**config.mk**
```make
export PLATFORM = sky130hd
export DESIGN_NAME = id_exe_pipe_reg_flat
export DESIGN_NICKNAME = d
export VERILOG_FILES = /design/src/rtl/id_exe_pipe_reg_pkg.sv /design/src/rtl/id_exe_pipe_reg_if.sv /design/src/rtl/id_exe_pipe_reg_hazard_detect.sv /design/src/rtl/id_exe_pipe_reg.sv /design/src/flat_wrapper.sv
export SDC_FILE = /design/constraint.sdc
export NUM_CORES = 1
export LEC_CHECK = 0
export CAP_MARGIN = 10
export CORE_MARGIN = 3
export CORE_UTILIZATION = 41
export CTS_CLUSTER_SIZE = 40
export DETAILED_ROUTE_END_ITERATION = 7
export GPL_TIMING_DRIVEN = 0
export PLACE_DENSITY_LB_ADDON = 0.05
export SYNTH_ARGS = -nofsm -noshare
export SYNTH_HDL_FRONTEND = slang
export SYNTH_SLANG_ARGS = --single-unit
```
**constraint.sdc**
```tcl
create_clock -name clk -period 2.8 [get_ports clk]
set_clock_uncertainty 0.1 [all_clocks]
set_input_delay 0.56 -clock clk [delete_from_list [all_inputs] [get_ports clk]]
set_output_delay 0.56 -clock clk [all_outputs]
set_load 0.05 [all_outputs]
```
**src/rtl/id_exe_pipe_reg_pkg.sv**
```systemverilog
// Shared widths, ALU command encodings and the ID/EXE stage record
// for the ID->EXE pipeline register.
package id_exe_pipe_reg_pkg;

    localparam int DATA_W = 32;
    localparam int REG_AW = 5;
    localparam int CMD_W  = 4;

    localparam logic [REG_AW-1:0] REG_ZERO = '0;

    typedef enum logic [CMD_W-1:0] {
        EXE_NOP  = 4'd0,
        EXE_MOV  = 4'd1,
        EXE_ADD  = 4'd2,
        EXE_ADC  = 4'd3,
        EXE_SUB  = 4'd4,
        EXE_SBC  = 4'd5,
        EXE_AND  = 4'd6,
        EXE_ORR  = 4'd7,
        EXE_EOR  = 4'd8,
        EXE_MVN  = 4'd9,
        EXE_LDST = 4'd10
    } exe_cmd_e;

    // One instruction slot as it sits in the ID/EXE register.
    typedef struct packed {
        logic              valid;
        logic [REG_AW-1:0] src1;
        logic [REG_AW-1:0] src2;
        logic [REG_AW-1:0] st_src;
        logic [REG_AW-1:0] dest;
        logic              wb_en;
        logic              mem_r_en;
        logic              mem_w_en;
        logic [CMD_W-1:0]  exe_cmd;
        logic [DATA_W-1:0] val1;
        logic [DATA_W-1:0] val2;
        logic [DATA_W-1:0] st_val;
        logic [DATA_W-1:0] pc;
    } stage_t;

    // A read collides with a pending write; register 0 is hard-wired and never collides.
    function automatic logic reg_hit(input logic [REG_AW-1:0] rd,
                                     input logic [REG_AW-1:0] wr,
                                     input logic              wr_en);
        return wr_en && (rd == wr) && (rd != REG_ZERO);
    endfunction

endpackage

```
**src/rtl/id_exe_pipe_reg_if.sv**
```systemverilog
// ID-side inputs and EXE-side outputs of the ID->EXE pipeline register.
// master: the decode stage / environment; slave: the pipeline register.
interface id_exe_pipe_reg_if;
    import id_exe_pipe_reg_pkg::*;

    logic              valid_ID;
    logic [REG_AW-1:0] src1_ID;
    logic [REG_AW-1:0] src2_ID;
    logic [REG_AW-1:0] ST_src_ID;
    logic              use_src2_ID;
    logic [REG_AW-1:0] dest_ID;
    logic              WB_EN_ID;
    logic              MEM_R_EN_ID;
    logic              MEM_W_EN_ID;
    logic [CMD_W-1:0]  EXE_CMD_ID;
    logic [DATA_W-1:0] val1_ID;
    logic [DATA_W-1:0] val2_ID;
    logic [DATA_W-1:0] ST_val_ID;
    logic [DATA_W-1:0] PC_ID;

    logic              valid_EXE;
    logic [REG_AW-1:0] src1_EXE;
    logic [REG_AW-1:0] src2_EXE;
    logic [REG_AW-1:0] ST_src_EXE;
    logic [REG_AW-1:0] dest_EXE;
    logic              WB_EN_EXE;
    logic              MEM_R_EN_EXE;
    logic              MEM_W_EN_EXE;
    logic [CMD_W-1:0]  EXE_CMD_EXE;
    logic [DATA_W-1:0] val1_EXE;
    logic [DATA_W-1:0] val2_EXE;
    logic [DATA_W-1:0] ST_val_EXE;
    logic [DATA_W-1:0] PC_EXE;

    modport master (
        output valid_ID, src1_ID, src2_ID, ST_src_ID, use_src2_ID, dest_ID,
               WB_EN_ID, MEM_R_EN_ID, MEM_W_EN_ID, EXE_CMD_ID,
               val1_ID, val2_ID, ST_val_ID, PC_ID,
        input  valid_EXE, src1_EXE, src2_EXE, ST_src_EXE, dest_EXE,
               WB_EN_EXE, MEM_R_EN_EXE, MEM_W_EN_EXE, EXE_CMD_EXE,
               val1_EXE, val2_EXE, ST_val_EXE, PC_EXE
    );

    modport slave (
        input  valid_ID, src1_ID, src2_ID, ST_src_ID, use_src2_ID, dest_ID,
               WB_EN_ID, MEM_R_EN_ID, MEM_W_EN_ID, EXE_CMD_ID,
               val1_ID, val2_ID, ST_val_ID, PC_ID,
        output valid_EXE, src1_EXE, src2_EXE, ST_src_EXE, dest_EXE,
               WB_EN_EXE, MEM_R_EN_EXE, MEM_W_EN_EXE, EXE_CMD_EXE,
               val1_EXE, val2_EXE, ST_val_EXE, PC_EXE
    );

endinterface

```
**src/rtl/id_exe_pipe_reg_hazard_detect.sv**
```systemverilog
// Combinational read-after-write comparator for the instruction in ID.
// Build option FORWARDING_EN: only a load sitting in EXE is a hazard.
// Without it, any pending write in EXE or MEM is a hazard (the register
// file writes in the first half-cycle, so WB never needs a stall).
module id_exe_hazard_detect
    import id_exe_pipe_reg_pkg::*;
(
    input  logic [REG_AW-1:0] src1,
    input  logic [REG_AW-1:0] src2,
    input  logic [REG_AW-1:0] st_src,
    input  logic              use_src2,
    input  logic              mem_w_en,
    input  logic [REG_AW-1:0] dest_exe,
    input  logic              wb_en_exe,
    input  logic              mem_r_en_exe,
    input  logic [REG_AW-1:0] dest_mem,
    input  logic              wb_en_mem,
    output logic              hazard_raw
);

    logic rd1_hit;
    logic rd2_hit;
    logic st_hit;

`ifdef FORWARDING_EN
    // Load data is not available until MEM, so only a load in EXE cannot be bypassed.
    logic ld_exe;
    logic unused_mem;

    assign ld_exe     = mem_r_en_exe & wb_en_exe;
    assign unused_mem = ^{dest_mem, wb_en_mem};
    assign rd1_hit    = reg_hit(src1,   dest_exe, ld_exe);
    assign rd2_hit    = reg_hit(src2,   dest_exe, ld_exe);
    assign st_hit     = reg_hit(st_src, dest_exe, ld_exe);
`else
    logic unused_exe;

    assign unused_exe = mem_r_en_exe;
    assign rd1_hit    = reg_hit(src1,   dest_exe, wb_en_exe) | reg_hit(src1,   dest_mem, wb_en_mem);
    assign rd2_hit    = reg_hit(src2,   dest_exe, wb_en_exe) | reg_hit(src2,   dest_mem, wb_en_mem);
    assign st_hit     = reg_hit(st_src, dest_exe, wb_en_exe) | reg_hit(st_src, dest_mem, wb_en_mem);
`endif

    assign hazard_raw = rd1_hit | (use_src2 & rd2_hit) | (mem_w_en & st_hit);

endmodule

```
**src/rtl/id_exe_pipe_reg.sv**
```systemverilog
// ID->EXE pipeline register with load-use hazard detection, bubble
// insertion on hazard/flush, hold on freeze and a saturating stall counter.
// Build option FORWARDING_EN selects the hazard rule in id_exe_hazard_detect.
module id_exe_pipe_reg
    import id_exe_pipe_reg_pkg::*;
#(
    parameter int CNT_W = 16
)
(
    input  logic                clk,
    input  logic                rst_n,
    input  logic                freeze,
    input  logic                flush,
    input  logic [REG_AW-1:0]   dest_MEM,
    input  logic                WB_EN_MEM,
    id_exe_pipe_reg_if.slave    pif,
    output logic                hazard_stall,
    output logic [CNT_W-1:0]    stall_cnt
);

    stage_t id_d;
    stage_t exe_d;
    stage_t exe_q;
    logic   hazard_raw;

    assign id_d = '{
        valid:    pif.valid_ID,
        src1:     pif.src1_ID,
        src2:     pif.src2_ID,
        st_src:   pif.ST_src_ID,
        dest:     pif.dest_ID,
        wb_en:    pif.WB_EN_ID,
        mem_r_en: pif.MEM_R_EN_ID,
        mem_w_en: pif.MEM_W_EN_ID,
        exe_cmd:  pif.EXE_CMD_ID,
        val1:     pif.val1_ID,
        val2:     pif.val2_ID,
        st_val:   pif.ST_val_ID,
        pc:       pif.PC_ID
    };

    id_exe_hazard_detect u_hazard (
        .src1         (pif.src1_ID),
        .src2         (pif.src2_ID),
        .st_src       (pif.ST_src_ID),
        .use_src2     (pif.use_src2_ID),
        .mem_w_en     (pif.MEM_W_EN_ID),
        .dest_exe     (exe_q.dest),
        .wb_en_exe    (exe_q.wb_en),
        .mem_r_en_exe (exe_q.mem_r_en),
        .dest_mem     (dest_MEM),
        .wb_en_mem    (WB_EN_MEM),
        .hazard_raw   (hazard_raw)
    );

    // Flush outranks the hazard; freeze does not mask it so IF/ID also stays put.
    assign hazard_stall = pif.valid_ID & ~flush & hazard_raw;

    // Next-slot select: hold on freeze, all-zero bubble on flush/hazard, else take ID.
    always_comb begin
        exe_d = exe_q;
        if (!freeze) begin
            if (flush || hazard_stall) begin
                exe_d = '0;
            end else begin
                exe_d = id_d;
            end
        end
    end

    // ID/EXE register bank.
    always_ff @(posedge clk or negedge rst_n) begin
        if (!rst_n) begin
            exe_q <= '0;
        end else begin
            exe_q <= exe_d;
        end
    end

    // Count hazard bubbles actually inserted; sticks at all-ones.
    always_ff @(posedge clk or negedge rst_n) begin
        if (!rst_n) begin
            stall_cnt <= '0;
        end else if (!freeze && hazard_stall && (stall_cnt != '1)) begin
            stall_cnt <= stall_cnt + CNT_W'(1);
        end
    end

    assign pif.valid_EXE    = exe_q.valid;
    assign pif.src1_EXE     = exe_q.src1;
    assign pif.src2_EXE     = exe_q.src2;
    assign pif.ST_src_EXE   = exe_q.st_src;
    assign pif.dest_EXE     = exe_q.dest;
    assign pif.WB_EN_EXE    = exe_q.wb_en;
    assign pif.MEM_R_EN_EXE = exe_q.mem_r_en;
    assign pif.MEM_W_EN_EXE = exe_q.mem_w_en;
    assign pif.EXE_CMD_EXE  = exe_q.exe_cmd;
    assign pif.val1_EXE     = exe_q.val1;
    assign pif.val2_EXE     = exe_q.val2;
    assign pif.ST_val_EXE   = exe_q.st_val;
    assign pif.PC_EXE       = exe_q.pc;

endmodule
```
**src/flat_wrapper.sv**
```systemverilog
// flat-port wrapper written by rule: the top's interface ports become plain ports
module id_exe_pipe_reg_flat import id_exe_pipe_reg_pkg::*;
#(
    parameter int CNT_W = 16
)
  (clk, rst_n, freeze, flush, dest_MEM, WB_EN_MEM, hazard_stall, stall_cnt, pif_valid_ID, pif_src1_ID, pif_src2_ID, pif_ST_src_ID, pif_use_src2_ID, pif_dest_ID, pif_WB_EN_ID, pif_MEM_R_EN_ID, pif_MEM_W_EN_ID, pif_EXE_CMD_ID, pif_val1_ID, pif_val2_ID, pif_ST_val_ID, pif_PC_ID, pif_valid_EXE, pif_src1_EXE, pif_src2_EXE, pif_ST_src_EXE, pif_dest_EXE, pif_WB_EN_EXE, pif_MEM_R_EN_EXE, pif_MEM_W_EN_EXE, pif_EXE_CMD_EXE, pif_val1_EXE, pif_val2_EXE, pif_ST_val_EXE, pif_PC_EXE);
  id_exe_pipe_reg_if pif_i ();
  input  logic clk;
  input  logic rst_n;
  input  logic freeze;
  input  logic flush;
  input  logic [REG_AW-1:0] dest_MEM;
  input  logic WB_EN_MEM;
  output logic hazard_stall;
  output logic [CNT_W-1:0] stall_cnt;
  input wire logic [$bits(pif_i.valid_ID)-1:0] pif_valid_ID;
  input wire logic [$bits(pif_i.src1_ID)-1:0] pif_src1_ID;
  input wire logic [$bits(pif_i.src2_ID)-1:0] pif_src2_ID;
  input wire logic [$bits(pif_i.ST_src_ID)-1:0] pif_ST_src_ID;
  input wire logic [$bits(pif_i.use_src2_ID)-1:0] pif_use_src2_ID;
  input wire logic [$bits(pif_i.dest_ID)-1:0] pif_dest_ID;
  input wire logic [$bits(pif_i.WB_EN_ID)-1:0] pif_WB_EN_ID;
  input wire logic [$bits(pif_i.MEM_R_EN_ID)-1:0] pif_MEM_R_EN_ID;
  input wire logic [$bits(pif_i.MEM_W_EN_ID)-1:0] pif_MEM_W_EN_ID;
  input wire logic [$bits(pif_i.EXE_CMD_ID)-1:0] pif_EXE_CMD_ID;
  input wire logic [$bits(pif_i.val1_ID)-1:0] pif_val1_ID;
  input wire logic [$bits(pif_i.val2_ID)-1:0] pif_val2_ID;
  input wire logic [$bits(pif_i.ST_val_ID)-1:0] pif_ST_val_ID;
  input wire logic [$bits(pif_i.PC_ID)-1:0] pif_PC_ID;
  output wire logic [$bits(pif_i.valid_EXE)-1:0] pif_valid_EXE;
  output wire logic [$bits(pif_i.src1_EXE)-1:0] pif_src1_EXE;
  output wire logic [$bits(pif_i.src2_EXE)-1:0] pif_src2_EXE;
  output wire logic [$bits(pif_i.ST_src_EXE)-1:0] pif_ST_src_EXE;
  output wire logic [$bits(pif_i.dest_EXE)-1:0] pif_dest_EXE;
  output wire logic [$bits(pif_i.WB_EN_EXE)-1:0] pif_WB_EN_EXE;
  output wire logic [$bits(pif_i.MEM_R_EN_EXE)-1:0] pif_MEM_R_EN_EXE;
  output wire logic [$bits(pif_i.MEM_W_EN_EXE)-1:0] pif_MEM_W_EN_EXE;
  output wire logic [$bits(pif_i.EXE_CMD_EXE)-1:0] pif_EXE_CMD_EXE;
  output wire logic [$bits(pif_i.val1_EXE)-1:0] pif_val1_EXE;
  output wire logic [$bits(pif_i.val2_EXE)-1:0] pif_val2_EXE;
  output wire logic [$bits(pif_i.ST_val_EXE)-1:0] pif_ST_val_EXE;
  output wire logic [$bits(pif_i.PC_EXE)-1:0] pif_PC_EXE;
  assign pif_i.valid_ID = pif_valid_ID;
  assign pif_i.src1_ID = pif_src1_ID;
  assign pif_i.src2_ID = pif_src2_ID;
  assign pif_i.ST_src_ID = pif_ST_src_ID;
  assign pif_i.use_src2_ID = pif_use_src2_ID;
  assign pif_i.dest_ID = pif_dest_ID;
  assign pif_i.WB_EN_ID = pif_WB_EN_ID;
  assign pif_i.MEM_R_EN_ID = pif_MEM_R_EN_ID;
  assign pif_i.MEM_W_EN_ID = pif_MEM_W_EN_ID;
  assign pif_i.EXE_CMD_ID = pif_EXE_CMD_ID;
  assign pif_i.val1_ID = pif_val1_ID;
  assign pif_i.val2_ID = pif_val2_ID;
  assign pif_i.ST_val_ID = pif_ST_val_ID;
  assign pif_i.PC_ID = pif_PC_ID;
  assign pif_valid_EXE = pif_i.valid_EXE;
  assign pif_src1_EXE = pif_i.src1_EXE;
  assign pif_src2_EXE = pif_i.src2_EXE;
  assign pif_ST_src_EXE = pif_i.ST_src_EXE;
  assign pif_dest_EXE = pif_i.dest_EXE;
  assign pif_WB_EN_EXE = pif_i.WB_EN_EXE;
  assign pif_MEM_R_EN_EXE = pif_i.MEM_R_EN_EXE;
  assign pif_MEM_W_EN_EXE = pif_i.MEM_W_EN_EXE;
  assign pif_EXE_CMD_EXE = pif_i.EXE_CMD_EXE;
  assign pif_val1_EXE = pif_i.val1_EXE;
  assign pif_val2_EXE = pif_i.val2_EXE;
  assign pif_ST_val_EXE = pif_i.ST_val_EXE;
  assign pif_PC_EXE = pif_i.PC_EXE;
  id_exe_pipe_reg #(.CNT_W(CNT_W)) u_core (.clk(clk), .rst_n(rst_n), .freeze(freeze), .flush(flush), .dest_MEM(dest_MEM), .WB_EN_MEM(WB_EN_MEM), .pif(pif_i), .hazard_stall(hazard_stall), .stall_cnt(stall_cnt));
endmodule
```
==> impl_metrics.py, run 1 <==
metrics = {
    "status": {
        "outcome": "finished, violations left",
        "violations": "setup timing",
    },
    "sta": {
        "setup_viol": 1,
        "tightest_slew_ns": 0.6418,
        "tns_ns": -0.008906,
        "hold_viol": 0,
        "max_freq_ghz": 0.3560,
        "max-slew-margin-rel_pct": 57.22,
        "layout_setup_ws_ns": -0.008906,
        "period_share_pct": 100.3,
        "slew_violations": 0,
        "fin_crit_ns": 2.809,
        "rsz0062_at_grt": "yes",
    },
    "detailed_routing": {
        "vias": 6236,
        "drtAntennaViolNets": 0,
        "wire_per_inst_um": 21.69,
        "drt_iter0_markers": 255,
        "routed_via_density": 5.674,
        "dr.pass1.iters": 6,
        "drc_errors": 0,
        "totalWireLength_mm": 23.84,
    },
    "floorplan": {
        "coreArea_um2": 16760,
        "start_util_pct": 42.21,
        "top_level_ports": 340,
        "die-area_um2": 18870,
        "rows": 47,
        "die_h_um": 137.4,
        "die_w_um": 137.4,
    },
    "yosys": {
        "synth.area.top_cells": "dfrtp_1 (61%), a32o_1 (22%), xor2_1 (3.7%)",
        "synth_most_common_cell": "dfrtp_1",
        "synth_top_area_cell": "dfrtp_1",
        "syn-num-nets": 662,
        "syn_area_per_cell_um2": 14.32,
        "synth_common_cells": "dfrtp_1 (172), a32o_1 (155), clkbuf_1 (34)",
        "yosys_register_bits": 172,
        "syn_area_um2": 7074,
        "ys_seq_area_share_pct": 60.84,
        "synth_warnings": 0,
        "synth_ff_type": "dfrtp_1",
        "synth_top_area_share_pct": 60.84,
        "syn_inst": 494,
        "synth_edf_count": 0,
        "async_flop_share_pct": 100.0,
        "yosysUniqueCellTypes": 35,
    },
    "cts": {
        "cts.sinks": 172,
        "cts_tree": "yes",
        "h-tree-depth": 4,
        "cts_buffer_depth": 2,
        "clock_latency_ns": 0.42,
        "clkSlewWorstSetupHoldPaths_ns": 0.06,
        "root_buffer": "clkbuf_16",
        "cts_inserted_buffers": 17,
    },
    "cells_and_area": {
        "area_delta_synth_final_pct": 63.21,
        "drive_gt1_share_pct": 10.14,
        "final_nets": 1033,
    },
    "global_route": {
        "grt_max_degree": 105,
        "grt_usage_pct": 24.58,
        "grt_antenna_before_repair": 0,
        "grt_first_pass_wirelength_mm": 35.29,
        "grt_pass1_vias": 6458,
        "grt_overflow": 0,
    },
    "critical_path": {
        "start_kind": "input port",
        "critPathCapture": "hazard_stall",
        "crit_type": "input port to primary output",
        "crit_cells": 6,
        "path_max_fanout": 4,
        "cp_top_family": "simple AND/OR/NAND/NOR gates",
        "cp-end-kind": "primary output",
        "r2r_slack_ns": 0.36,
        "r2r_end": "u_core.pif.val2_EXE[11]",
        "cp_slowest_cell": "or4_4",
        "ff2ff_path_depth": 9,
        "cp_num_buf_inv": 2,
        "crit_chain": "dlygate4sd2_1, or4_4, o211a_1, o21ai_4, nor2_4, buf_8",
        "startpoint": "pif_src2_ID[2]",
        "rr_startpoint": "u_core.pif.dest_EXE[3]",
        "worstPathRequired_ns": 2.14,
        "max_stage_delay_ns": 0.54,
        "worstPathArrival_ns": 2.15,
    },
    "hold_path": {
        "timing.hold.worst.class": "input port to flop",
    },
    "power_and_ir_drop": {
        "power_leakage_nw": 4.741,
        "p_per_area_nw_per_um2": 610.4,
        "peakVddDrop_mv": 0.4389,
    },
    "flow_run": {
        "drv_cap": 0,
    },
    "placed_design": {
        "dp_slack_ns": -1.077,
        "gp_congestion": 0.8530,
        "portBuffers": 339,
        "hpwl_mm": 17.89,
    },
}
[worst min-delay path by stage]
stage                                 from                         to  slack [ns]  cells after the start
finish                      pif_src2_ID[1]     u_core.pif.src2_EXE[1]        0.38                      2
global route                pif_src2_ID[1]     u_core.pif.src2_EXE[1]        0.39                      2
CTS                 u_core.pif.src2_EXE[1]     u_core.pif.src2_EXE[1]        0.39                      1
detailed placement   u_core.pif.PC_EXE[26]      u_core.pif.PC_EXE[26]        0.38                      1
global placement      u_core.pif.valid_EXE       u_core.pif.valid_EXE        0.37                      2
floorplan                            rst_n  u_core.pif.EXE_CMD_EXE[0]        0.16                      0
[power by group]
| part | total [mW] | switching [mW] | leakage, nW | internal [mW] |
|---|---|---|---|---|
| logic | 1.85 | 1.11 | 2.20 | 0.730 |
| clock network | 2.40 | 0.958 | 0.293 | 1.44 |
| registers | 2.81 | 0.128 | 2.25 | 2.68 |
| total | 7.05 | 2.20 | 4.74 | 4.85 |
[cells in the final DEF (no fill, tap or decap), types with 3 or more instances in the layout]
cell             synthesis  layout
and3_1                   4       4
buf_6                   11      11
clkbuf_1                34      36
clkbuf_8                 0       5
a211oi_1                 7       7
buf_4                    7      19
clkdlybuf4s50_1          0     317
dfrtp_1                172     169
xnor2_1                 15      15
a2111oi_1                4       4
dfrtp_2                  0       3
xor2_1                  30      30
nand4_1                  6       6
or4_4                    0       3
clkbuf_16                0      17
nor4_2                   1       3
nand3_1                  7       7
nand2_1                  8       8
dlygate4sd2_1            0      15
a32o_1                 155     155
[registers in the layout, indices dropped and copies added, names as in the netlist]
register,count
u_core.pif.val2_EXE,32
u_core.stall_cnt,16
u_core.pif.valid_EXE,1
u_core.pif.src2_EXE,5
u_core.pif.MEM_W_EN_EXE,1
u_core.pif.PC_EXE,32
u_core.pif.MEM_R_EN_EXE,1
u_core.pif.ST_val_EXE,32
u_core.pif.dest_EXE,5
u_core.pif.EXE_CMD_EXE,4
u_core.pif.ST_src_EXE,5
u_core.pif.WB_EN_EXE,1
u_core.pif.val1_EXE,32
u_core.pif.src1_EXE,5
[final cells by class]
class / count / area, µm²
plain buffers: 52 / 304.0
inverters: 2 / 7.507
clock buffers: 24 / 501.7
diodes: 1 / 2.502
multi-input cells: 267 / 2531
flip-flops and latches: 172 / 4308
well taps: 220 / 275.3
fillers: 1239 / 5214
clock inverters: 8 / 106.4
repair buffers: 353 / 3510
[logic make-up (layout without fill, tap and decap cells)]
group                    Yosys count  in the layout  synth area share (%)
flip-flops                       172            172                 60.84
XOR/XNOR                          45             45                 5.571
AO/OA/AOI/OAI                    180            180                 25.59
AND/OR/NAND/NOR                   40             40                 3.184
buffers and inverters             55            439                 4.475
adder cells (fa/ha/maj)            1              1                0.1768
other                              0              1                     0
multiplexers                       1              1                0.1592
[through the flow]
stage	hold slack [ns]	total power [mW]	area (µm²)	util (%)	std cells
global placement	0.3681	4.647	10750	64.11	1053
global route	0.3913	7.320	11540	68.88	1098
CTS	0.3935	7.108	11520	68.76	1096
floorplan	0.1644	3.841	7077	-	494
finish	0.3847	7.048	11550	68.89	1099
detailed placement	0.3798	4.683	10780	64.31	1054
[timing repair]
| action | in CTS | in global routing |
|---|---|---|
| hold buffers | 1 | 0 |
| buffers inserted | 9 | 3 |
| endpoints found under the setup margin | 1 | 1 |
| pin swaps | 10 | 5 |
| hold endpoints to repair | 6 | 0 |
| gates resized for setup | 51 | 4 |
[layer usage]
layer / track usage (%) / wire, µm / vias up
li1: - / - / 2774
met3: 8.473 / 2100 / 46
met1: 26.47 / 8575 / 3133
met4: 9.368 / 689 / 0
met2: 44.33 / 12470 / 283
met5: 0 / 0 / -
(Power assumes the default switching activity.)
==> run 2: changes to the inputs <==
- REMOVE_ABC_BUFFERS: unset -> 1
==> run 2 against run 1 <==
The run still ends with setup timing left. First-iteration DRC count is 54% higher. Fmax fell by 1.6%. Wire length increased by 0.33%. Highest routed layer unchanged. Global-route usage is 0.14 points higher. Combinational power hardly changed.
==> impl_metrics.py, run 2 (synthesis results as in run 1) <==
metrics = {
    "floorplan": {
        "die_w_um": 137.4,
        "die-area_um2": 18870,
        "coreArea_um2": 16760,
        "rows": 47,
        "start_util_pct": 42.21,
        "top_level_ports": 340,
        "die_h_um": 137.4,
    },
    "critical_path": {
        "rr_startpoint": "u_core.pif.dest_EXE[1]",
        "cp_slowest_cell": "or4_4",
        "crit_chain": "dlygate4sd2_1, or4_4, nor2_4, o22ai_2, o21ai_4, nor2_4, buf_8",
        "path_max_fanout": 4,
        "max_stage_delay_ns": 0.58,
        "worstPathRequired_ns": 2.14,
        "cpMostUsedCell": "nor2_4",
        "r2r_slack_ns": 0.25,
        "cp-end-kind": "primary output",
        "crit_type": "input port to primary output",
        "ff2ff_path_depth": 9,
        "start_kind": "input port",
        "worstPathArrival_ns": 2.20,
        "r2r_end": "u_core.pif.ST_val_EXE[26]",
    },
    "placed_design": {
        "gp_congestion": 0.8006,
        "dpl.cell_count": 1010,
        "portBuffers": 339,
        "dp_slack_ns": -1.731,
        "hpwl_mm": 16.46,
    },
    "cells_and_area": {
        "final_cell_mix": "clkdlybuf4s50_1 (316), dfrtp_1 (167), a32o_1 (155)",
        "final_nets": 997,
        "final_cells": 1065,
        "layout_commonest_cell": "clkdlybuf4s50_1",
        "drive_gt1_share_pct": 11.76,
        "regArea_um2": 4310,
        "fillers": 1202,
        "area_delta_synth_final_pct": 63.97,
        "multiInputGateArea_um2": 2585,
    },
    "power_and_ir_drop": {
        "power_leakage_nw": 4.750,
        "p_int_mw": 4.944,
        "power.share.clock_pct": 35.4,
        "peakVddDrop_mv": 0.4198,
        "power_frac_comb_pct": 25.8,
        "p_per_area_nw_per_um2": 620.8,
        "switchingPower_mw": 2.257,
        "swShare_pct": 31.35,
        "power_frac_seq_pct": 38.8,
    },
    "status": {
        "violations": "setup timing",
        "outcome": "finished, violations left",
    },
    "cts": {
        "cts.sinks": 172,
        "cts_inserted_buffers": 17,
        "h-tree-depth": 4,
        "cts_tree": "yes",
        "clkSlewWorstSetupHoldPaths_ns": 0.07,
        "clock_latency_ns": 0.43,
        "root_buffer": "clkbuf_16",
        "cts_buffer_depth": 2,
    },
    "sta": {
        "hold_ws_ns": 0.3842,
        "hold_viol": 0,
        "layout_setup_ws_ns": -0.05567,
        "max_freq_ghz": 0.3502,
        "max-slew-margin-rel_pct": 38.01,
        "fin_crit_ns": 2.856,
        "period_share_pct": 102.0,
        "slew_violations": 0,
        "tightest_slew_ns": 0.9271,
        "rsz0062_at_grt": "yes",
        "tns_ns": -0.05567,
        "setup_viol": 1,
    },
    "global_route": {
        "grt_overflow": 0,
        "grt_max_degree": 107,
        "grt_pass1_vias": 6381,
        "grt_usage_pct": 24.72,
        "grt_antenna_before_repair": 3,
        "grt_first_pass_wirelength_mm": 35.64,
    },
    "detailed_routing": {
        "wire_per_inst_um": 22.46,
        "vias": 6145,
        "drtAntennaViolNets": 0,
        "drc_errors": 0,
        "routed_via_density": 5.770,
        "totalWireLength_mm": 23.92,
        "dr.pass1.iters": 6,
        "drt_iter0_markers": 393,
    },
    "hold_path": {
        "timing.hold.worst.class": "flop to flop",
        "holdPathEnd": "u_core.stall_cnt[5]",
        "hold_depth": 1,
        "worstHoldStart": "u_core.stall_cnt[5]",
    },
    "flow_run": {
        "drv_cap": 0,
    },
}
-- run 2: worst max path at each step --
stage                           start  cells after the start                   end
6_report               pif_src1_ID[1]                      7          hazard_stall
3_3_place_gp                   freeze                      5  u_core.stall_cnt[11]
5_1_grt        u_core.pif.dest_EXE[1]                      7          hazard_stall
4_1_cts        u_core.pif.dest_EXE[2]                      9          hazard_stall
2_1_floorplan                  freeze                      4  u_core.stall_cnt[11]
3_5_place_dp         pif_ST_src_ID[1]                      9          hazard_stall
-- run 2: layout make-up --
cell class,instances,share of cell area [%]
sequential,172,37.16
timing repair buffer,367,32.61
multi-input combinational,269,22.28
clock buffer,20,3.851
tap,220,2.373
clock inverter,12,1.596
inverter,2,0.06472
antenna,3,0.06472
-- run 2: metal layers --
layer,GRT usage [%],up-vias,routed length [µm]
met3,9.934,48,2221
met2,40.98,280,12030
li1,-,2705,-
met1,28.09,3112,8789
met4,11.20,0,879
met5,0,-,0
-- run 2: power groups by stage --
stage | clock (mW) | sequential, mW | combinational (mW)
global route | 2.70 | 2.82 | 1.94
detailed placement | 0 | 2.84 | 1.83
finish | 2.55 | 2.80 | 1.86
CTS | 2.59 | 2.80 | 1.87
global placement | 0 | 2.84 | 1.82
floorplan | 0 | 3.52 | 0.279
-- run 2: worst max-delay path: cells and delay by family --
family / cells / cell delay, ns
AO/OA/AOI/OAI: 2 / 0.38
buffers and inverters: 2 / 0.47
AND/OR/NAND/NOR: 3 / 0.77
-- run 2: what timing repair did --
item / 4_1_cts / 5_1_grt
pin swaps: 9 / 8
hold buffers: 1 / 0
gates cloned: 3 / 1
resized for setup: 55 / 7
buffers inserted: 12 / 5
setup endpoints to repair: 124 / 17
endpoints found under the hold margin: 11 / 0
-- run 2: stage by stage --
stage / total power, mW / util (%) / area (µm²)
detailed placement: 4.672 / 63.80 / 10690
global route: 7.462 / 69.21 / 11600
finish: 7.201 / 69.21 / 11600
global placement: 4.658 / 62.25 / 10430
floorplan: 3.799 / - / 6765
CTS: 7.252 / 69.06 / 11570
==> run 3: changes to the inputs <==
- CELL_PAD_IN_SITES_DETAIL_PLACEMENT: unset -> 1
- CELL_PAD_IN_SITES_GLOBAL_PLACEMENT: unset -> 1
- CORE_UTILIZATION: 41 -> 32
- HOLD_SLACK_MARGIN: unset -> 0.1
- REMOVE_ABC_BUFFERS: 1 -> unset
==> run 3 against run 2 <==
Critical path type unchanged. Total power is 0.59% lower. Non-clock buffer count is 41 higher. Count of clock-buffer cells in the layout is 3 lower. Design area is 0.58% higher. Critical path depth is 1 higher. Core utilization is 15 points lower. Setup slack worse by 0.026 ns. The flow still finishes with violations (setup timing). Sequential share of layout area is 0.23 points lower. Highest routed layer is now met5. Fmax is 0.92% lower. Critical endpoint unchanged.
==> impl_metrics.py, run 3 (synthesis results as in run 1) <==
metrics = {
    "status": {
        "outcome": "finished, violations left",
        "violations": "setup timing",
    },
    "sta": {
        "tightest_slew_ns": 0.6627,
        "layout_setup_ws_ns": -0.08213,
        "hold_viol": 0,
        "rsz0062_at_grt": "yes",
        "slew_violations": 0,
        "max_freq_ghz": 0.3470,
        "max-slew-margin-rel_pct": 55.82,
        "period_share_pct": 102.9,
        "fin_crit_ns": 2.882,
        "tns_ns": -0.08213,
        "setup_viol": 1,
    },
    "detailed_routing": {
        "dr.pass1.iters": 5,
        "totalWireLength_mm": 26.86,
        "drc_errors": 0,
        "drtAntennaViolNets": 0,
        "routed_via_density": 5.440,
        "drt_iter0_markers": 266,
        "vias": 6283,
        "wire_per_inst_um": 23.25,
    },
    "cts": {
        "cts_buffer_depth": 2,
        "h-tree-depth": 4,
        "clkSlewWorstSetupHoldPaths_ns": 0.06,
        "cts_tree": "yes",
        "cts.sinks": 172,
        "cts_inserted_buffers": 17,
        "clock_latency_ns": 0.43,
        "root_buffer": "clkbuf_16",
    },
    "critical_path": {
        "start_kind": "input port",
        "worstPathRequired_ns": 2.14,
        "cp_slowest_cell": "nor4_2",
        "r2r_slack_ns": 0.13,
        "cp-end-kind": "primary output",
        "path_max_fanout": 4,
        "crit_type": "input port to primary output",
        "worstPathArrival_ns": 2.22,
        "crit_chain": "dlygate4sd2_1, xor2_1, nor4_2, a32oi_2, o22ai_2, o21ai_4, nor2_4, buf_8",
        "max_stage_delay_ns": 0.35,
    },
    "global_route": {
        "grt.met3_usage_pct": 7.694,
        "grt_first_pass_wirelength_mm": 40.72,
        "grt_overflow": 0,
        "grt_pass1_vias": 6958,
        "grt_max_degree": 94,
        "grt_antenna_before_repair": 2,
        "use_met1_pct": 24.78,
        "grt_usage_pct": 21.98,
        "met2_usage_pct": 39.25,
        "grt.busiest_layer": "met2",
    },
    "floorplan": {
        "start_util_pct": 33.13,
        "top_level_ports": 340,
        "die_h_um": 154.7,
        "die-area_um2": 23930,
        "coreArea_um2": 21350,
        "die_w_um": 154.7,
        "rows": 53,
    },
    "cells_and_area": {
        "utilization_pct": 54.64,
        "final_cell_mix": "clkdlybuf4s50_1 (317), dfrtp_1 (168), a32o_1 (155)",
        "final_cells": 1155,
        "n_antenna_cell": 0,
        "drive_gt1_share_pct": 11.02,
        "final_area_um2": 11670,
        "layout_commonest_cell": "clkdlybuf4s50_1",
        "fillers": 2132,
        "final_nets": 1036,
        "area_delta_synth_final_pct": 64.93,
    },
    "hold_path": {
        "timing.hold.worst.class": "flop to flop",
    },
    "placed_design": {
        "gp_congestion": 0.7882,
        "portBuffers": 339,
        "dpl.cell_count": 1109,
        "placed_cell_area_um2": 10850,
        "hpwl_mm": 19.99,
    },
    "flow_run": {
        "drv_cap": 0,
    },
    "power_and_ir_drop": {
        "finalPower_mw": 7.158,
        "power_leakage_nw": 4.755,
        "peakVddDrop_mv": 0.4146,
        "p_per_area_nw_per_um2": 613.5,
    },
}
==> run 3: worst paths after layout <==
kind | from | end | depth (start not counted)
min in group asynchronous | rst_n | u_core.pif.src2_EXE[1] | 2
min reg2reg | u_core.pif.PC_EXE[14] | u_core.pif.PC_EXE[14] | 1
min | u_core.pif.PC_EXE[14] | u_core.pif.PC_EXE[14] | 1
max | pif_ST_src_ID[3] | hazard_stall | 8
max in group asynchronous | rst_n | u_core.pif.PC_EXE[9] | 3
max reg2reg | u_core.pif.dest_EXE[0] | u_core.pif.ST_val_EXE[10] | 11
==> run 3: metrics by stage <==
stage | setup slack, ns | hold slack [ns]
after floorplan | 0.03070 | 0.1644
after global placement | -5.905 | 0.3715
after detailed placement | -1.317 | 0.3799
after CTS | -0.1124 | 0.3946
after global routing | -0.1521 | 0.4037
final | -0.08213 | 0.3876
==> run 3: area by class of cell <==
cell class | count | area, µm² | area share, %
clock buffers | 17 | 425.4 | 3.646
well taps | 275 | 344.1 | 2.949
multi-input cells | 267 | 2560 | 21.94
flip-flops and latches | 172 | 4309 | 36.93
clock inverters | 14 | 183.9 | 1.576
repair buffers | 356 | 3533 | 30.28
inverters | 2 | 7.507 | 0.06434
plain buffers | 52 | 304.0 | 2.606
==> run 3: power by group <==
| group | internal (mW) | switching (mW) |
|---|---|---|
| Sequential | 2.68 | 0.127 |
| Clock | 1.42 | 1.06 |
| Combinational | 0.735 | 1.14 |
| Total | 4.83 | 2.32 |
==> run 3: repair_timing <==
item,in CTS,in global routing
gates resized for setup,53,7
setup endpoints to repair,1,1
pin swaps,9,12
cloned,0,0
setup buffers,7,8
hold buffers,1,0
hold endpoints to repair,79,0
==> run 3: metal layers <==
layer	vias to the layer above	wire length, µm
met4	4	588
met2	234	14110
met3	35	2065
met5	-	27
li1	2773	-
met1	3237	10070
==> run 3: critical path, delay by kind of cell <==
kind	cells	cell delay, ns
xor gates and xnor gates	1	0.18
buffers and inverters	2	0.46
and+or+nand+nor	2	0.49
AOI/OAI and AO/OA	3	0.52
